`src/rtl/pc_gen.sv`:
```
`default_nettype none
// ============================================================================
// Module      : pc_gen
// Description : Program-counter generation stage for a single-cycle RV32I
//               core. Holds the architectural PC, advances it by 4 per cycle,
//               applies jump/branch redirects, and supports stall, halt/resume
//               and a one-cycle misaligned-target trap.
// Revision    : 1.0 - initial release
// ----------------------------------------------------------------------------
// Parameters:
//   RESET_VECTOR    PC loaded on reset
//   TRAP_VECTOR     PC loaded on a misaligned redirect target
// Ports:
//   clk             rising-edge clock
//   reset_n         asynchronous active-low reset
//   stall_i         hold PC this cycle
//   branch_taken_i  conditional branch taken, target on branch_target_i
//   jump_i          JAL/JALR redirect, target on jump_target_i (bit0 dropped)
//   halt_i          enter HALT (ebreak)
//   resume_i        leave HALT
//   pc_o            current PC to fetch
//   pc_plus4_o      pc_o + 4, combinational
//   pc_valid_o      high while in RUN
//   misalign_o      high for the single TRAP cycle
//   trap_addr_o     last offending redirect target
//   state_o         BOOT=00, RUN=01, HALT=10, TRAP=11
//   redirect_cnt_o  accepted redirect count
// Configuration:
//   PCGEN_PERF_EN   when defined, redirect_cnt_o counts accepted redirects;
//                   otherwise it is tied to zero and no counter exists.
// ============================================================================
module pc_gen #(
  parameter logic [31:0] RESET_VECTOR = 32'h0000_0000,
  parameter logic [31:0] TRAP_VECTOR  = 32'h0000_0100
) (
  input  logic        clk,
  input  logic        reset_n,
  input  logic        stall_i,
  input  logic        branch_taken_i,
  input  logic [31:0] branch_target_i,
  input  logic        jump_i,
  input  logic [31:0] jump_target_i,
  input  logic        halt_i,
  input  logic        resume_i,
  output logic [31:0] pc_o,
  output logic [31:0] pc_plus4_o,
  output logic        pc_valid_o,
  output logic        misalign_o,
  output logic [31:0] trap_addr_o,
  output logic [1:0]  state_o,
  output logic [31:0] redirect_cnt_o
);

  typedef enum logic [1:0] {
    ST_BOOT = 2'b00,
    ST_RUN  = 2'b01,
    ST_HALT = 2'b10,
    ST_TRAP = 2'b11
  } state_t;

  state_t      r_state;
  logic [31:0] r_pc;
  logic [31:0] r_trap_addr;

  logic [31:0] w_jump_target;
  logic        w_redirect_accept;
  logic [31:0] w_pc_plus4;

  // JALR can produce an odd target; bit0 is architecturally discarded.
  assign w_jump_target = jump_target_i & ~32'h0000_0001;
  assign w_pc_plus4    = r_pc + 32'd4;

  // A redirect is only taken in RUN when neither halt nor stall wins first.
  assign w_redirect_accept = (r_state == ST_RUN) && !halt_i && !stall_i &&
                             (jump_i || branch_taken_i);

  always_ff @(posedge clk or negedge reset_n) begin
    if (!reset_n) begin
      r_state     <= ST_BOOT;
      r_pc        <= RESET_VECTOR;
      r_trap_addr <= 32'h0;
    end else begin
      case (r_state)
        ST_BOOT: r_state <= ST_RUN;
        ST_RUN: begin
          if (halt_i) begin
            r_state <= ST_HALT;
          end else if (stall_i) begin
            r_state <= ST_RUN;
          end else if (jump_i) begin
            if (w_jump_target[1]) begin
              r_state     <= ST_TRAP;
              r_pc        <= TRAP_VECTOR;
              r_trap_addr <= w_jump_target;
            end else begin
              r_pc <= w_jump_target;
            end
          end else if (branch_taken_i) begin
            if (branch_target_i[1:0] != 2'b00) begin
              r_state     <= ST_TRAP;
              r_pc        <= TRAP_VECTOR;
              r_trap_addr <= branch_target_i;
            end else begin
              r_pc <= branch_target_i;
            end
          end else begin
            r_pc <= w_pc_plus4;
          end
        end
        ST_HALT: begin
          if (resume_i) begin
            r_state <= ST_RUN;
          end
        end
        ST_TRAP: r_state <= ST_RUN;
        default: r_state <= ST_BOOT;
      endcase
    end
  end

`ifdef PCGEN_PERF_EN
  logic [31:0] r_redirect_cnt;

  // Trapping redirects count too: the redirect was accepted, only its target
  // was bad.
  always_ff @(posedge clk or negedge reset_n) begin
    if (!reset_n) begin
      r_redirect_cnt <= 32'h0;
    end else if (w_redirect_accept) begin
      r_redirect_cnt <= r_redirect_cnt + 32'd1;
    end
  end

  assign redirect_cnt_o = r_redirect_cnt;
`else
  assign redirect_cnt_o = 32'h0;
`endif

  assign pc_o        = r_pc;
  assign pc_plus4_o  = w_pc_plus4;
  assign pc_valid_o  = (r_state == ST_RUN);
  assign misalign_o  = (r_state == ST_TRAP);
  assign trap_addr_o = r_trap_addr;
  assign state_o     = r_state;

endmodule
`default_nettype wire

```
`config.mk`:
```
export PLATFORM = sky130hd
export DESIGN_NAME = pc_gen
export DESIGN_NICKNAME = d
export VERILOG_FILES = /design/src/rtl/pc_gen.sv
export SDC_FILE = /design/constraint.sdc
export NUM_CORES = 1
export LEC_CHECK = 0
export CAP_MARGIN = 20
export CORE_MARGIN = 8
export CORE_UTILIZATION = 45
export CTS_CLUSTER_DIAMETER = 60
export DETAILED_ROUTE_END_ITERATION = 16
export DONT_BUFFER_PORTS = 1
export PLACE_DENSITY = 0.6
export SLEW_MARGIN = 30
export SYNTH_ARGS = -nofsm -noshare
export SYNTH_HDL_FRONTEND = slang
export SYNTH_SLANG_ARGS = --single-unit
```
`constraint.sdc`:
```
create_clock -name clk -period 4.21 [get_ports clk]
set_clock_uncertainty 0.05 [all_clocks]
set_input_delay 1.0525 -clock clk [delete_from_list [all_inputs] [get_ports clk]]
set_output_delay 1.0525 -clock clk [all_outputs]
set_load 0.01 [all_outputs]
```
After elaboration in Yosys (flattened, before gate mapping)
Cells that the tools add are included.
Word-level totals
  register bits after elaboration: 66
  input port bits: 71
  logic and storage cells: 38
Cells by class
  add/sub/neg operators: 1
  equal/unequal tests: 8
  muxes and demuxes: 16
  bitwise gates (word level): 2
  reductions and logical operators: 8
Operators with widths (number)
  32-bit 2-to-1 mux: 8
  32-bit by 3-bit adder with 32-bit output (second input constant): 1
  2-bit 2-to-1 mux: 7
  5-bit inequality test (second input constant): 2
  2-bit case mux with 3 select lines: 1
  6-bit AND reduction: 1
  2-bit nonzero test: 3
  5-bit by 4-bit inequality test with 1-bit output (second input constant): 1
  2-bit == test (second input constant): 2
  4-bit AND reduction: 1
  3-bit AND reduction: 1
  2-bit by 1-bit == test with 1-bit output (second input constant): 1
  2-bit zero test: 1
  2-bit by 1-bit inequality test with 1-bit output (second input constant): 1
  2-bit inequality test (second input constant): 1
  1-bit inverter: 2
  2-bit OR reduction: 1

Depth between registers and ports, before layout
Gate-level depths: netlist of run 1.
  depth after elaboration: 7
  depth in mapped cells: 7
  depth with buffers taken out: 6

Least setup slack after synthesis of run 1
OpenSTA, ideal clock, no wires.
  path kind: reg2out
  start: register r_pc[5] (netlist: pc_o[5])
  end: output port pc_plus4_o[18]
  data arrival time: 1.707 ns
  required time: 3.108 ns
  path slack: 1.400 ns
  cell stages (with the launch flop): 6
  buffers on the path: 1
  path through: dfrtp_1 -> buf_2 -> nand4_4 -> nor4_4 -> nor3b_2 -> xor2_1
On the way
  word-level cells in the longest chain between the ends: 1
RTL lines
  from (decl): line 62  | logic [31:0] r_pc;
  from (signal assigned): line 96  | r_pc <= w_jump_target;
  from (signal assigned): line 104  | r_pc <= branch_target_i;
  from (signal assigned): line 107  | r_pc <= w_pc_plus4;
  32-bit by 3-bit adder with 32-bit output: line 71  | assign w_pc_plus4 = r_pc + 32'd4;
  to (decl): line 46  | output logic [31:0] pc_plus4_o,
Every way passes these cells.

Final worst setup path of run 1
  start: register r_pc[14] (netlist: pc_o[14])
  end: output port pc_plus4_o[22]
Same word-level chain as after synthesis.

==> results.ini, run 1 <==
[worst_setup_path]
cp_common_cell=nand3_1
crit_type=reg -> out
cpPeakStageDelay_ps=630
crit_path_cell_trace=nand3_1, nor4_4, and2_1, nand3_1, xnor2_1
crit_path_start_kind=flip-flop
critPathMaxFanout=11
cp_slowest_cell=nor4_4
rr_worst_depth=5
end_kind=output pin
reg2reg_from=state_o[1]
r2r_slack_ps=1640
cp.arrival_ps=2590
reg2reg_to=trap_addr_o[7]
critical_path_required_ps=3110

[grt]
antenna_found_initial=0
first_global_vias=3824
grtUsageTotal=0.216
use_met3=0.0708
grt_overflow_total=0
top_usage_layer=met2
grt_start_max_net_pins=67
grt_util_met2=0.315
use_met1=0.289
grt_pass1_wl_um=22300

[clock_tree]
cts_resized=0
cts_tree=yes
cts_hold_buf=0
cts_max_level=3
cts_made_buffers=9
root_buffer=clkbuf_8
post_cts_buffers=0
cts.path.max_buffers=2
clk-insertion-delay-late_ps=350
cts_sinks=66
clkTransAtPathRegs_ps=90

[logic_synthesis]
ys_seq_elements=66
avgSynthCellArea_sq_um=8.64
synth_flop_cell=dfrtp_1
yosys_warnings=0
netlist_instances=524
ys_types=61
yosysSeqAreaShare=0.365
async_reset_ff_frac=1.00
syn-cell-area_sq_um=4530
synth_edf_count=0

[detailed_routing]
via_per_inst=6.06
wirelength_um=15000
routedWlPerCell_um=23.4
vias=3892
ant_nets=0
drt-initial-drc-count=311
dr.pass1.iters=5
drc_errors=0

[sta]
fin_crit_sh=0.877
tns_ps=0
holdWs_ps=337
rsz0062_at_grt=no
worstMarginPinSlew_ps=822
fin_crit_ps=3690
slew_violations=0
relSlewSlack=0.451
finalSetupViolCount=0
fmaxAchievable_mhz=271
hold_violations=0

[status]
status=complete, no violations

[placement]
globalplace.congestion=0.838
place_hpwl_um=11400
io_buffers=0

[floorplan]
start_util=0.463
die_width_um=116
die-area_sq_um=13500
die_height_um=116
num_io_pins=203
core_sq_um=9770
rows=36

[power]
pwr_density_cell_nw_per_um2=612
peakVddDrop_mv=0.273
p_leak_uw=0.00199

[cells_and_area]
diodes=0
multiInputGateArea_sq_um=2550
drive_gt1_frac=0.0884
areaGrowthSynthToFinish_pct=4.25
nFillCells=974
register_area_sq_um=1650
fin_nets=576

[min_path]
min_path_type=in -> async

[run]
cap_violations=0

## logic make-up after synthesis
group / count (synthesis) / synth area share
AO/OA/AOI/OAI: 151 / 0.212
XOR/XNOR: 28 / 0.0541
adder cells (fa/ha/maj): 1 / 0.00276
buffers and inverters: 85 / 0.104
flip-flops: 66 / 0.365
multiplexers: 33 / 0.0729
other: 1 / 0.000828
AND/OR/NAND/NOR: 159 / 0.188
## state kept, by name, summed over array words and instances, names as in the netlist
name,count
state_o,2
trap_addr_o,32
pc_o,32
## worst max-delay path, delay by kind of cell, from the launching register on
family,cells,cell delay [ps]
xor+xnor,1,300
simple gates,4,1370
flops,1,580
## metal layers
layer  part of all wire  vias to the layer above
li1                   -                     1776
met1               0.41                     1868
met2               0.44                      226
met3               0.13                       22
met4              0.020                        0
met5                  0                        -
## cell usage in the layout (no fill, tap or decap), types with 3 or more instances in the layout
cell type,count
a21oi_1,67
dfrtp_1,66
nor2_1,57
mux2i_1,33
nand2_1,32
conb_1,32
xnor2_1,19
nand3_1,17
o21ai_0,17
inv_1,12
buf_4,11
a22oi_1,10
clkbuf_8,10
xor2_1,9
o22ai_1,7
o31a_1,6
o211ai_1,6
nand3_2,5
nor4_1,5
nand4_1,5
nor3_1,5
nor2b_1,5
a211oi_1,5
and3_1,4
a31oi_1,4
a222oi_1,4
and2_1,3
nor3b_1,3
a221oi_1,3
## synthesized netlist by cell type (all sizes together), types with 10 or more instances
| cell | count | area [sq um] |
|---|---|---|
| dfrtp | 66 | 1650 |
| mux2i | 33 | 330 |
| clkbuf | 25 | 93.8 |
| inv | 12 | 45.0 |
| a22oi | 10 | 75.1 |
| buf | 48 | 332 |
| xnor2 | 19 | 166 |
| o21ai | 18 | 90.1 |
| a21oi | 67 | 335 |
| nor2 | 58 | 220 |
| nand2 | 32 | 120 |
| nand3 | 23 | 153 |
## final cells by class
type,instances,area share
clock inverter,6,0.0191
inverter,12,0.00954
tap,133,0.0352
multi-input combinational,404,0.540
clock buffer,10,0.0291
timing repair buffer,11,0.0175
sequential,66,0.350
## worst max-delay path by stage
stage / start / end / depth (start not counted)
after floorplan: pc_o[5] / pc_plus4_o[18] / 5
after global placement: pc_o[14] / pc_plus4_o[22] / 5
after detailed placement: pc_o[14] / pc_plus4_o[22] / 5
after CTS: pc_o[14] / pc_plus4_o[22] / 5
after global routing: pc_o[14] / pc_plus4_o[22] / 5
final: pc_o[14] / pc_plus4_o[22] / 5
## metrics by stage
| step | util | instances | setup slack [ps] | power, uW | cell area, sq um |
|---|---|---|---|---|---|
| 2_1_floorplan | - | 555 | 1400 | 2060 | 4650 |
| 3_3_place_gp | 0.459 | 626 | 922 | 2250 | 4490 |
| 3_5_place_dp | 0.460 | 626 | 892 | 2290 | 4490 |
| 4_1_cts | 0.483 | 642 | 515 | 2910 | 4720 |
| 5_1_grt | 0.483 | 642 | 331 | 3070 | 4720 |
| 6_report | 0.483 | 642 | 518 | 2890 | 4720 |
## where the power goes
part           total [uW]  internal, uW  switching, uW  leakage (uW)
Combinational         789           331            459       0.00108
Clock                 620           351            269      0.000112
Sequential           1480           918            566      0.000798
Total                2890          1600           1290       0.00199
(Power assumes the default switching activity.)
==> run 2, diff against run 1 <==
CORE_UTILIZATION = 41   (was 45)
PLACE_DENSITY = 0.55   (was 0.6)
SLEW_MARGIN = 10   (was 30)
==> run 2 against run 1 <==
Compared with the run above:
- clock power increased by 9.2%
- maximum frequency decreased by 1.4%
- cell count increased by 1.1%
- clock-buffer cell count increased by 1
- power increased by 2.0%
- worst hold slack improved by 17 ps
- critical path type unchanged
- highest routed layer unchanged
==> results.ini, run 2 (same netlist as run 1, synthesis figures left out) <==
[sta]
tns_ps=0
fin_crit_sh=0.889
fin_crit_ps=3740
relSlewSlack=0.397
slew_violations=0
worstMarginPinSlew_ps=902
hold_violations=0
finalSetupViolCount=0
rsz0062_at_grt=no
fmaxAchievable_mhz=267

[worst_setup_path]
r2r_slack_ps=1780
reg2reg_from=pc_o[14]
rr_worst_depth=5
critPathMaxFanout=11
critical_path_required_ps=3110
end_kind=output pin
crit_path_start_kind=flip-flop
cp.arrival_ps=2640
crit_type=reg -> out
reg2reg_to=pc_o[22]

[detailed_routing]
dr.pass1.iters=5
routedWlPerCell_um=23.7
wirelength_um=15400
ant_nets=0
via_per_inst=6.05
vias=3925
drt-initial-drc-count=291
drc_errors=0

[clock_tree]
clkTransAtPathRegs_ps=70
cts.path.max_buffers=2
cts_sinks=66
cts_tree=yes
cts_max_level=3
post_cts_buffers=0
cts_hold_buf=0
cts_made_buffers=9
root_buffer=clkbuf_8
clk-insertion-delay-late_ps=340
cts_resized=0

[power]
power_uw=2950
p_leak_uw=0.00200
pwr_density_cell_nw_per_um2=621
peakVddDrop_mv=0.292

[cells_and_area]
most-common-layout-cells=a21oi_1, dfrtp_1, nor2_1, mux2i_1
diodes=0
fin_nets=576
drive_gt1_frac=0.0884
final_common_cell=a21oi_1
nFillCells=1081
areaGrowthSynthToFinish_pct=4.83

[status]
status=complete, no violations

[floorplan]
start_util=0.420
rows=38
die-area_sq_um=14700
die_width_um=121
core_sq_um=10800
die_height_um=121
num_io_pins=203

[min_path]
min_path_type=in -> async

[placement]
io_buffers=0
place_hpwl_um=11600
globalplace.congestion=0.837

[grt]
grtUsageTotal=0.200
grt_pass1_wl_um=22600
grt_overflow_total=0
first_global_vias=3791
grt_start_max_net_pins=67
antenna_found_initial=0

[run]
cap_violations=0

## run 2: cell types whose count changed in the layout (fill, tap and decap cells not counted)
cell        before  now
clkinv_2         1    2
clkinvlp_4       1    0
nor3b_4          1    0
clkinv_4         2    0
bufinv_16        2    3
nor3b_2          1    2
clkbuf_8        10   11
## run 2: critical path, stage by stage, from the launching register on
cell	delay [ps]
dfrtp_1	590
nand3_1	290
nor4_4	640
and2_1	330
nand3_1	120
xnor2_1	340
## run 2: routing by layer
layer  vias to the layer above  global-route usage  wire length, um
li1                       1776                   -                -
met1                      1920               0.258             6250
met2                       216               0.313             7220
met3                        13              0.0605             1690
met4                         0              0.0671              196
met5                         -                   0                0
## run 2: worst max-delay path by stage
stage / start / endpoint / cells past startpoint
global placement: pc_o[14] / pc_plus4_o[22] / 5
finish: pc_o[14] / pc_plus4_o[22] / 5
CTS: pc_o[14] / pc_plus4_o[22] / 5
detailed placement: pc_o[14] / pc_plus4_o[22] / 5
floorplan: pc_o[5] / pc_plus4_o[18] / 5
global route: pc_o[14] / pc_plus4_o[22] / 5
## run 2: cell type report
type | instances | area [sq um] | area share
tap | 140 | 175 | 0.0369
sequential | 66 | 1650 | 0.348
multi-input combinational | 404 | 2540 | 0.535
clock inverter | 5 | 100 | 0.0211
clock buffer | 11 | 151 | 0.0319
timing repair buffer | 11 | 82.6 | 0.0174
inverter | 12 | 45.0 | 0.00949
## run 2: where the power goes
group          leakage, uW  switching [uW]  internal, uW  total, uW
logic              0.00108             461           325        786
registers         0.000798             570           918       1490
clock network     0.000129             253           424        677
## run 2: stage by stage
step / worst slack, ps / hold WS [ps] / instance area (sq um) / utilization / instances
CTS: 439 / 328 / 4750 / 0.440 / 649
floorplan: 1400 / 502 / 4650 / - / 555
finish: 467 / 354 / 4750 / 0.440 / 649
detailed placement: 842 / 552 / 4500 / 0.417 / 633
global route: 260 / 320 / 4750 / 0.440 / 649
global placement: 869 / 543 / 4500 / 0.417 / 633
